==> config.mk <==
export PLATFORM = sky130hd
export DESIGN_NAME = scs8hd_xoracc
export DESIGN_NICKNAME = d
export VERILOG_FILES = /design/src/rtl/scs8hd_xoracc_pkg.sv /design/src/rtl/scs8hd_xor_reduce.sv /design/src/rtl/scs8hd_xoracc.sv
export SDC_FILE = /design/constraint.sdc
export NUM_CORES = 1
export LEC_CHECK = 0
export CAP_MARGIN = 20
export CELL_PAD_IN_SITES_DETAIL_PLACEMENT = 1
export CELL_PAD_IN_SITES_GLOBAL_PLACEMENT = 2
export CORE_MARGIN = 3
export CORE_UTILIZATION = 33
export CTS_BUF_LIST = sky130_fd_sc_hd__clkbuf_8
export DETAILED_ROUTE_END_ITERATION = 10
export GPL_TIMING_DRIVEN = 0
export PLACE_DENSITY = 0.95
export SKIP_CTS_REPAIR_TIMING = 1
export SLEW_MARGIN = 20
export SYNTH_ARGS = -nofsm -noshare
export SYNTH_HDL_FRONTEND = slang
export SYNTH_HIERARCHICAL = 1
export SYNTH_SLANG_ARGS = --single-unit
export TNS_END_PERCENT = 1
==> constraint.sdc <==
create_clock -name CLK -period 3.6 [get_ports CLK]
set_input_delay 0.72 -clock CLK [delete_from_list [all_inputs] [get_ports CLK]]
set_output_delay 0.72 -clock CLK [all_outputs]
set_load 0.02 [all_outputs]
==> src/rtl/scs8hd_xoracc_pkg.sv <==
// Shared constants and helpers for the XOR accumulator and its reduction tree.
`timescale 1ns/1ps
package scs8hd_xoracc_pkg;

   localparam logic XORACC_PASS = 1'b0;
   localparam logic XORACC_ACC  = 1'b1;

   // Increment that sticks at 2^cntw-1; callers truncate the result to cntw bits (cntw <= 32).
   function automatic logic [31:0] sat_inc(input logic [31:0] val, input int unsigned cntw);
      logic [32:0] max_val;
      max_val = (33'd1 << cntw) - 33'd1;
      return (33'(val) >= max_val) ? val : val + 32'd1;
   endfunction

endpackage

==> src/rtl/scs8hd_xor_reduce.sv <==
// Combinational bitwise XOR of LANES operands of WIDTH bits each.
`timescale 1ns/1ps
module scs8hd_xor_reduce #(
   parameter int unsigned WIDTH = 8,
   parameter int unsigned LANES = 2
) (
   input  logic [LANES*WIDTH-1:0] data_i,
   output logic [WIDTH-1:0]       res_o
);

   always_comb begin
      res_o = '0;
      for (int k = 0; k < LANES; k++) begin
         res_o = res_o ^ data_i[k*WIDTH +: WIDTH];
      end
   end

endmodule

==> src/rtl/scs8hd_xoracc.sv <==
// Registered multi-lane XOR with per-beat pass mode and per-frame accumulate mode.
// Optional parity output P is enabled by defining SCS8HD_XORACC_PARITY_EN.
`timescale 1ns/1ps
module scs8hd_xoracc
   import scs8hd_xoracc_pkg::*;
#(
   parameter int unsigned WIDTH = 8,
   parameter int unsigned LANES = 2,
   parameter int unsigned CNTW  = 8
) (
   input  logic                   CLK,
   input  logic                   RESETB,
   input  logic                   IN_VALID,
   output logic                   IN_READY,
   input  logic [LANES*WIDTH-1:0] DATA,
   input  logic                   MODE,
   input  logic                   LAST,
   output logic                   OUT_VALID,
   input  logic                   OUT_READY,
   output logic [WIDTH-1:0]       X,
   output logic [CNTW-1:0]        CNT
`ifdef SCS8HD_XORACC_PARITY_EN
   ,
   output logic                   P
`endif
);

   logic [WIDTH-1:0] r;
   logic [WIDTH-1:0] acc_q, acc_d;
   logic [CNTW-1:0]  acnt_q, acnt_d, acnt_inc;
   logic [WIDTH-1:0] x_q, x_d;
   logic [CNTW-1:0]  cnt_q, cnt_d;
   logic             valid_q, valid_d;
   logic             accept;

   scs8hd_xor_reduce #(
      .WIDTH(WIDTH),
      .LANES(LANES)
   ) u_reduce (
      .data_i(DATA),
      .res_o (r)
   );

   assign IN_READY = !valid_q || OUT_READY;
   assign accept   = IN_VALID && IN_READY;
   assign acnt_inc = CNTW'(sat_inc(32'(acnt_q), CNTW));

   always_comb begin
      acc_d   = acc_q;
      acnt_d  = acnt_q;
      x_d     = x_q;
      cnt_d   = cnt_q;
      valid_d = valid_q;
      if (valid_q && OUT_READY) begin
         valid_d = 1'b0;
      end
      if (accept) begin
         if (MODE == XORACC_PASS) begin
            // Pass beats leave the open frame untouched.
            x_d     = r;
            cnt_d   = CNTW'(1);
            valid_d = 1'b1;
         end else if (LAST) begin
            x_d     = acc_q ^ r;
            cnt_d   = acnt_inc;
            valid_d = 1'b1;
            acc_d   = '0;
            acnt_d  = '0;
         end else begin
            acc_d  = acc_q ^ r;
            acnt_d = acnt_inc;
         end
      end
   end

   always_ff @(posedge CLK or negedge RESETB) begin
      if (!RESETB) begin
         acc_q   <= '0;
         acnt_q  <= '0;
         x_q     <= '0;
         cnt_q   <= '0;
         valid_q <= 1'b0;
      end else begin
         acc_q   <= acc_d;
         acnt_q  <= acnt_d;
         x_q     <= x_d;
         cnt_q   <= cnt_d;
         valid_q <= valid_d;
      end
   end

   assign X         = x_q;
   assign CNT       = cnt_q;
   assign OUT_VALID = valid_q;

`ifdef SCS8HD_XORACC_PARITY_EN
   logic p_q;

   // x_d equals x_q unless a result loads, so tracking ^x_d every cycle keeps P aligned with X.
   always_ff @(posedge CLK or negedge RESETB) begin
      if (!RESETB) begin
         p_q <= 1'b0;
      end else begin
         p_q <= ^x_d;
      end
   end

   assign P = p_q;
`endif

endmodule

==> flow_summary.yaml <==
run_status:
  outcome: "completed"
layout:
  stdcell_area_um2: 2316
  layout_common_cells: "clkdlybuf4s50_1 (37), nand2_1 (36), dfrtp_1 (33)"
  nNetsFinal: 257
  area_growth_pct: 34.03
  layout-drive-gt1-share_pct: 9.787
  final_common_cell: "clkdlybuf4s50_1"
  diodes: 0
yosys:
  synth_top_family_by_area: "simple AND/OR/NAND/NOR gates"
  synthCells: 188
  yosysWarnings: 6
  synth-simple-area-share_pct: 18.83
  synthMuxAreaShare_pct: 1.738
  ys_ff_latch: 33
  synth_flop_cell: "dfrtp_1"
  avgSynthCellArea_um2: 9.191
  syn_nets: 211
  ys_types: 40
  synth_compound_area_share_pct: 17.74
  synth_area_um2: 1728
  async_flop_share_pct: 100.0
  synth-edff-count: 0
  synth_xor_area_share_pct: 9.631
  ys_seq_area_share_pct: 47.79
  synthAdderAreaFrac_pct: 0.7241
placement:
  pre_cts_slack_ns: 0.8182
  placed_area_um2: 2215
  port_buffers: 38
  place_congestion: 0.8233
  place.detailed.hpwl_um: 3531
grt:
  grt_max_degree: 20
  grt_first_pass_wirelength_um: 8010
  gr-total-overflow: 0
  grt_util_all_layers_pct: 16.91
  grt_pass1_vias: 1652
  antenna_found_initial: 0
hold_path:
  hold_class: "primary input to async pin"
timing:
  holdWs_ns: 0.3539
  drv_slew: 0
  layout_setup_ws_ns: 0.8035
  min_period_over_period_pct: 77.68
  worst_slew_pin_slew_ns: 0.8466
  setup_tns_ns: 0
  fin_crit_ns: 2.797
  hold_violations: 0
  fmax_mhz: 357.6
  clock-skew-final_ns: 0.008389
  rsz0062_at_grt: "no"
  setup_viol: 0
  maxSlewHeadroom_pct: 43.25
clock_network:
  clockBufferDepth: 2
  htreeDepth: 2
  cts_num_sinks: 33
  cts_tree: "yes"
  cts_made_buffers: 5
  cts-root-buf: "clkbuf_8"
  clk-insertion-delay-late_ns: 0.29
  clk_pin_slew_ns: 0.06
route:
  drt-total-wl_um: 4714
  initialDrtViolationCount: 67
  drc: 0
  vias: 1534
  ant_nets: 0
  vias_per_cell: 5.079
  routedWlPerCell_um: 15.61
  dr.pass1.iters: 4
setup_path:
  crit_type: "primary input to output pin"
  crit_fanout: 4
  required_ns: 2.88
  cp_data_arrival_time_ns: 2.08
  endpoint_kind: "output pin"
  critPathLaunchType: "primary input"
power_and_ir_drop:
  power.leakage_nw: 0.9729
  powerDensity_nw_per_um2: 465.6
  ir_worst_vdd_mv: 0.2176
flow_run:
  drv_cap: 0
floorplan:
  die_w_um: 78.36
  std_cell_rows: 25
  core_um2: 4880
  io_pins: 40
  start_util_pct: 35.41
  die_area_um2: 6140
  die_h_um: 78.36
[layout make-up]
cell class                      instances  area (µm²)
Clock inverter                          1       5.005
Sequential cell                        33       825.8
Fill cell                             584        2564
Inverter                                5       18.77
Buffer                                  8       42.54
Timing Repair Buffer                   39       402.9
Multi-Input combinational cell        142       840.8
Tap cell                               67       83.83
Clock buffer                            7       96.34
[synth_stat cells (4+ instances only)]
cell type / n / share of area (%)
nand2_1: 36 / 7.8
dfrtp_1: 33 / 48
o21ai_0: 30 / 8.7
xor2_1: 16 / 8.1
nor2_1: 11 / 2.4
inv_1: 5 / 1.1
a31oi_1: 4 / 1.4
buf_2: 4 / 1.2
[sequential cells by signal (all words and copies together) (netlist names)]
register and cells:
CNT 8, OUT_VALID 1, acc_q 8, acnt_q 8
X 8
[worst max-delay path, cell delays in order]
cell	delay, ns
clkdlybuf4s50_1	0.41
nor2b_2	0.22
inv_1	0.15
clkdlybuf4s50_1	0.57
[per-layer routing]
layer | global-route usage, % | vias up | wire length, µm
li1 | - | 742 | -
met1 | 19.96 | 755 | 2079
met2 | 30.22 | 32 | 2424
met3 | 4.243 | 5 | 165
met4 | 4.895 | 0 | 45
met5 | 0 | - | 0
[worst paths after layout]
path	startpoint	to	slack (ns)	depth (start not counted)
worst max-delay path	OUT_READY	IN_READY	0.80	4
worst min-delay path	RESETB	acc_q[2]	0.35	1
worst max register to register	acnt_q[0]	acnt_q[6]	1.84	5
worst min register to register	CNT[7]	CNT[7]	0.48	2
max in group asynchronous	RESETB	acnt_q[7]	2.82	2
min in group CLK	CNT[7]	CNT[7]	0.48	2
[power by group]
group / internal, mW / leakage, nW / switching (mW)
registers: 0.433 / 0.428 / 0.0418
clock network: 0.173 / 0.0542 / 0.136
logic: 0.138 / 0.490 / 0.157
[cell families (layout without fill, tap and decap cells)]
group / after synthesis / count (layout)
AO/OA/AOI/OAI: 52 / 52
XOR/XNOR: 19 / 19
adder cells (fa/ha/maj): 1 / 1
buffers and inverters: 13 / 60
flip-flops: 33 / 33
multiplexers: 3 / 3
AND/OR/NAND/NOR: 67 / 67
[metrics by stage]
step | power, mW | instances | utilization, %
2_1_floorplan | 0.6326 | 188 | -
3_3_place_gp | 0.7638 | 293 | 44.92
3_5_place_dp | 0.7821 | 294 | 45.38
4_1_cts | 1.094 | 302 | 47.46
5_1_grt | 1.148 | 302 | 47.46
6_report | 1.078 | 302 | 47.46
No activity file was read; power rests on OpenSTA's default activity.
==> RTL edit (config.mk and constraints unchanged) <==
`LANES` is set to 2 in 2 places; all go to 1.
--- a/src/rtl/scs8hd_xor_reduce.sv
+++ b/src/rtl/scs8hd_xor_reduce.sv
@@ -2,7 +2,7 @@
 `timescale 1ns/1ps
 module scs8hd_xor_reduce #(
    parameter int unsigned WIDTH = 8,
-   parameter int unsigned LANES = 2
+   parameter int unsigned LANES = 1
 ) (
    input  logic [LANES*WIDTH-1:0] data_i,
    output logic [WIDTH-1:0]       res_o
--- a/src/rtl/scs8hd_xoracc.sv
+++ b/src/rtl/scs8hd_xoracc.sv
@@ -5,7 +5,7 @@
    import scs8hd_xoracc_pkg::*;
 #(
    parameter int unsigned WIDTH = 8,
-   parameter int unsigned LANES = 2,
+   parameter int unsigned LANES = 1,
    parameter int unsigned CNTW  = 8
 ) (
    input  logic                   CLK,
Ports: changed (resized DATA); port bits go from 40 to 32. The function was not compared with the original's and may differ.
==> RTL edit against the original RTL <==
Sequential cell count stayed put. Wire length is 6.9% lower. Sequential share of layout area is 2.7 points higher. Worst setup slack better by 0.015 ns. Maximum frequency is 0.56% higher. Cell area is 7.0% lower. Total power is 0.49% lower. Synthesized area is 0.58% lower. Critical path type unchanged.
==> RTL edit: results (changes against the original RTL) <==
metric,value,unit,change
GP Congestion,0.796,,-3.3%
crit-path max cell delay,0.56,ns,
final-layout fill cell count,571,,-2.2%
Residual DRC,0,,unchanged
mux cell area share after synthesis,1.75,%,+0.010 points
M1 WL,1.98,mm,-5.0%
GR Layer Usage met3,4.13,%,-0.11 points
compound-gate portion of the synthesized area,17.8,%,+0.10 points
metal3 WL,203,microns,+23%
Mapped Nets,203,,-3.8%
Worst Setup EP,IN_READY,,
outcome,finished clean,,
hold crit path type,primary input to async pin,,
initial antenna violation count,0,,unchanged
Slew Limit Fails,0,,unchanged
synth top area cells,"dfrtp_1, o21ai_0, nand2_1",,
Power Combinational,247,uW,-16%
synth cell count leaders,"nand2_1, dfrtp_1, o21ai_0",,
clk_skew,0.00815,ns,-0.000236 ns
clock latency on the worst-skew pair,0.29,ns,about the same
global-route wire length before repair,7.75,mm,-3.3%
Initial DRC Count,71,,+6.0%
IO Port Bufs,22,,-42%
All-Layer GR Usage,16.3,%,-0.57 points
pre-CTS setup slack,0.822,ns,+0.00335 ns
dpl cell area,0.00204,sq mm,-8.0%
xor/xnor cell area share of the yosys netlist,5.61,%,-4.0 points
Post-layout nets,233,,-9.3%
Vias/cell,5.06,,-0.33%
Seq. pwr,465,uW,-2%
Final min period,2.78,ns,-0.0154 ns
fraction of layout cells with a size suffix above 1,13.7,%,+3.9 points
r2r startpoint,acnt_q[0],,
CTS Root Cell,clkbuf_8,,
number of global-route vias before repair,1546,,-6.4%
Logic pwr share,23.1,%,-4.2 points
Lkg Pwr,0.920,nW,-5.5%
CP Data Arrival Time,2.06,ns,-0.02 ns
register area share after synthesis,48.1,%,+0.28 points
synth warn,6,,unchanged
R2R setup slack,1.81,ns,-0.03 ns
met1 Use GR,20.6,%,+0.69 points
P_int,762,uW,+2.5%
final WL,4.39,mm,-6.9%
met2 routed WL,2.16,mm,-11%
largest net degree at the start of global routing,26,,+30%
dpl hpwl,3.16,mm,-11%
Post-Synth Adder-Cell Area,0.728,%,+0.0042 points
worst reg2reg path depth,5,,unchanged
met2 Use GR,27.2,%,-3.0 points
CTS Buf Count,5,,unchanged
# diodes,0,,unchanged
worst vdd ir,0.230,mV,+5.9%
Setup crit start,OUT_READY,,
buffer levels on the longest clock path,2,,unchanged
Slew headroom,49.7,%,+6.5 points
==> RTL edit: cell count changes after synthesis <==
cell    before  now
xor2_1      16    8
buf_4        2   10
==> RTL edit: stage by stage <==
step                      instances  hold WS [ns]  power [mW]  util, %
after CTS                       286         0.286        1.09     44.1
final                           286         0.281        1.07     44.1
after floorplan                 188         0.424       0.609        -
after detailed placement        278         0.469       0.724     41.7
after global placement          277         0.460       0.711     41.4
after global routing            286         0.286        1.14     44.1
==> RTL edit: layout make-up <==
type | instances | area, sq um | area share, %
clock buffers | 6 | 82.6 | 3.83
multi-input cells | 134 | 771 | 35.8
repair buffers | 23 | 235 | 10.9
well taps | 67 | 83.8 | 3.89
plain buffers | 16 | 103 | 4.76
inverters | 5 | 18.8 | 0.872
clock inverters | 2 | 33.8 | 1.57
flip-flops and latches | 33 | 826 | 38.3
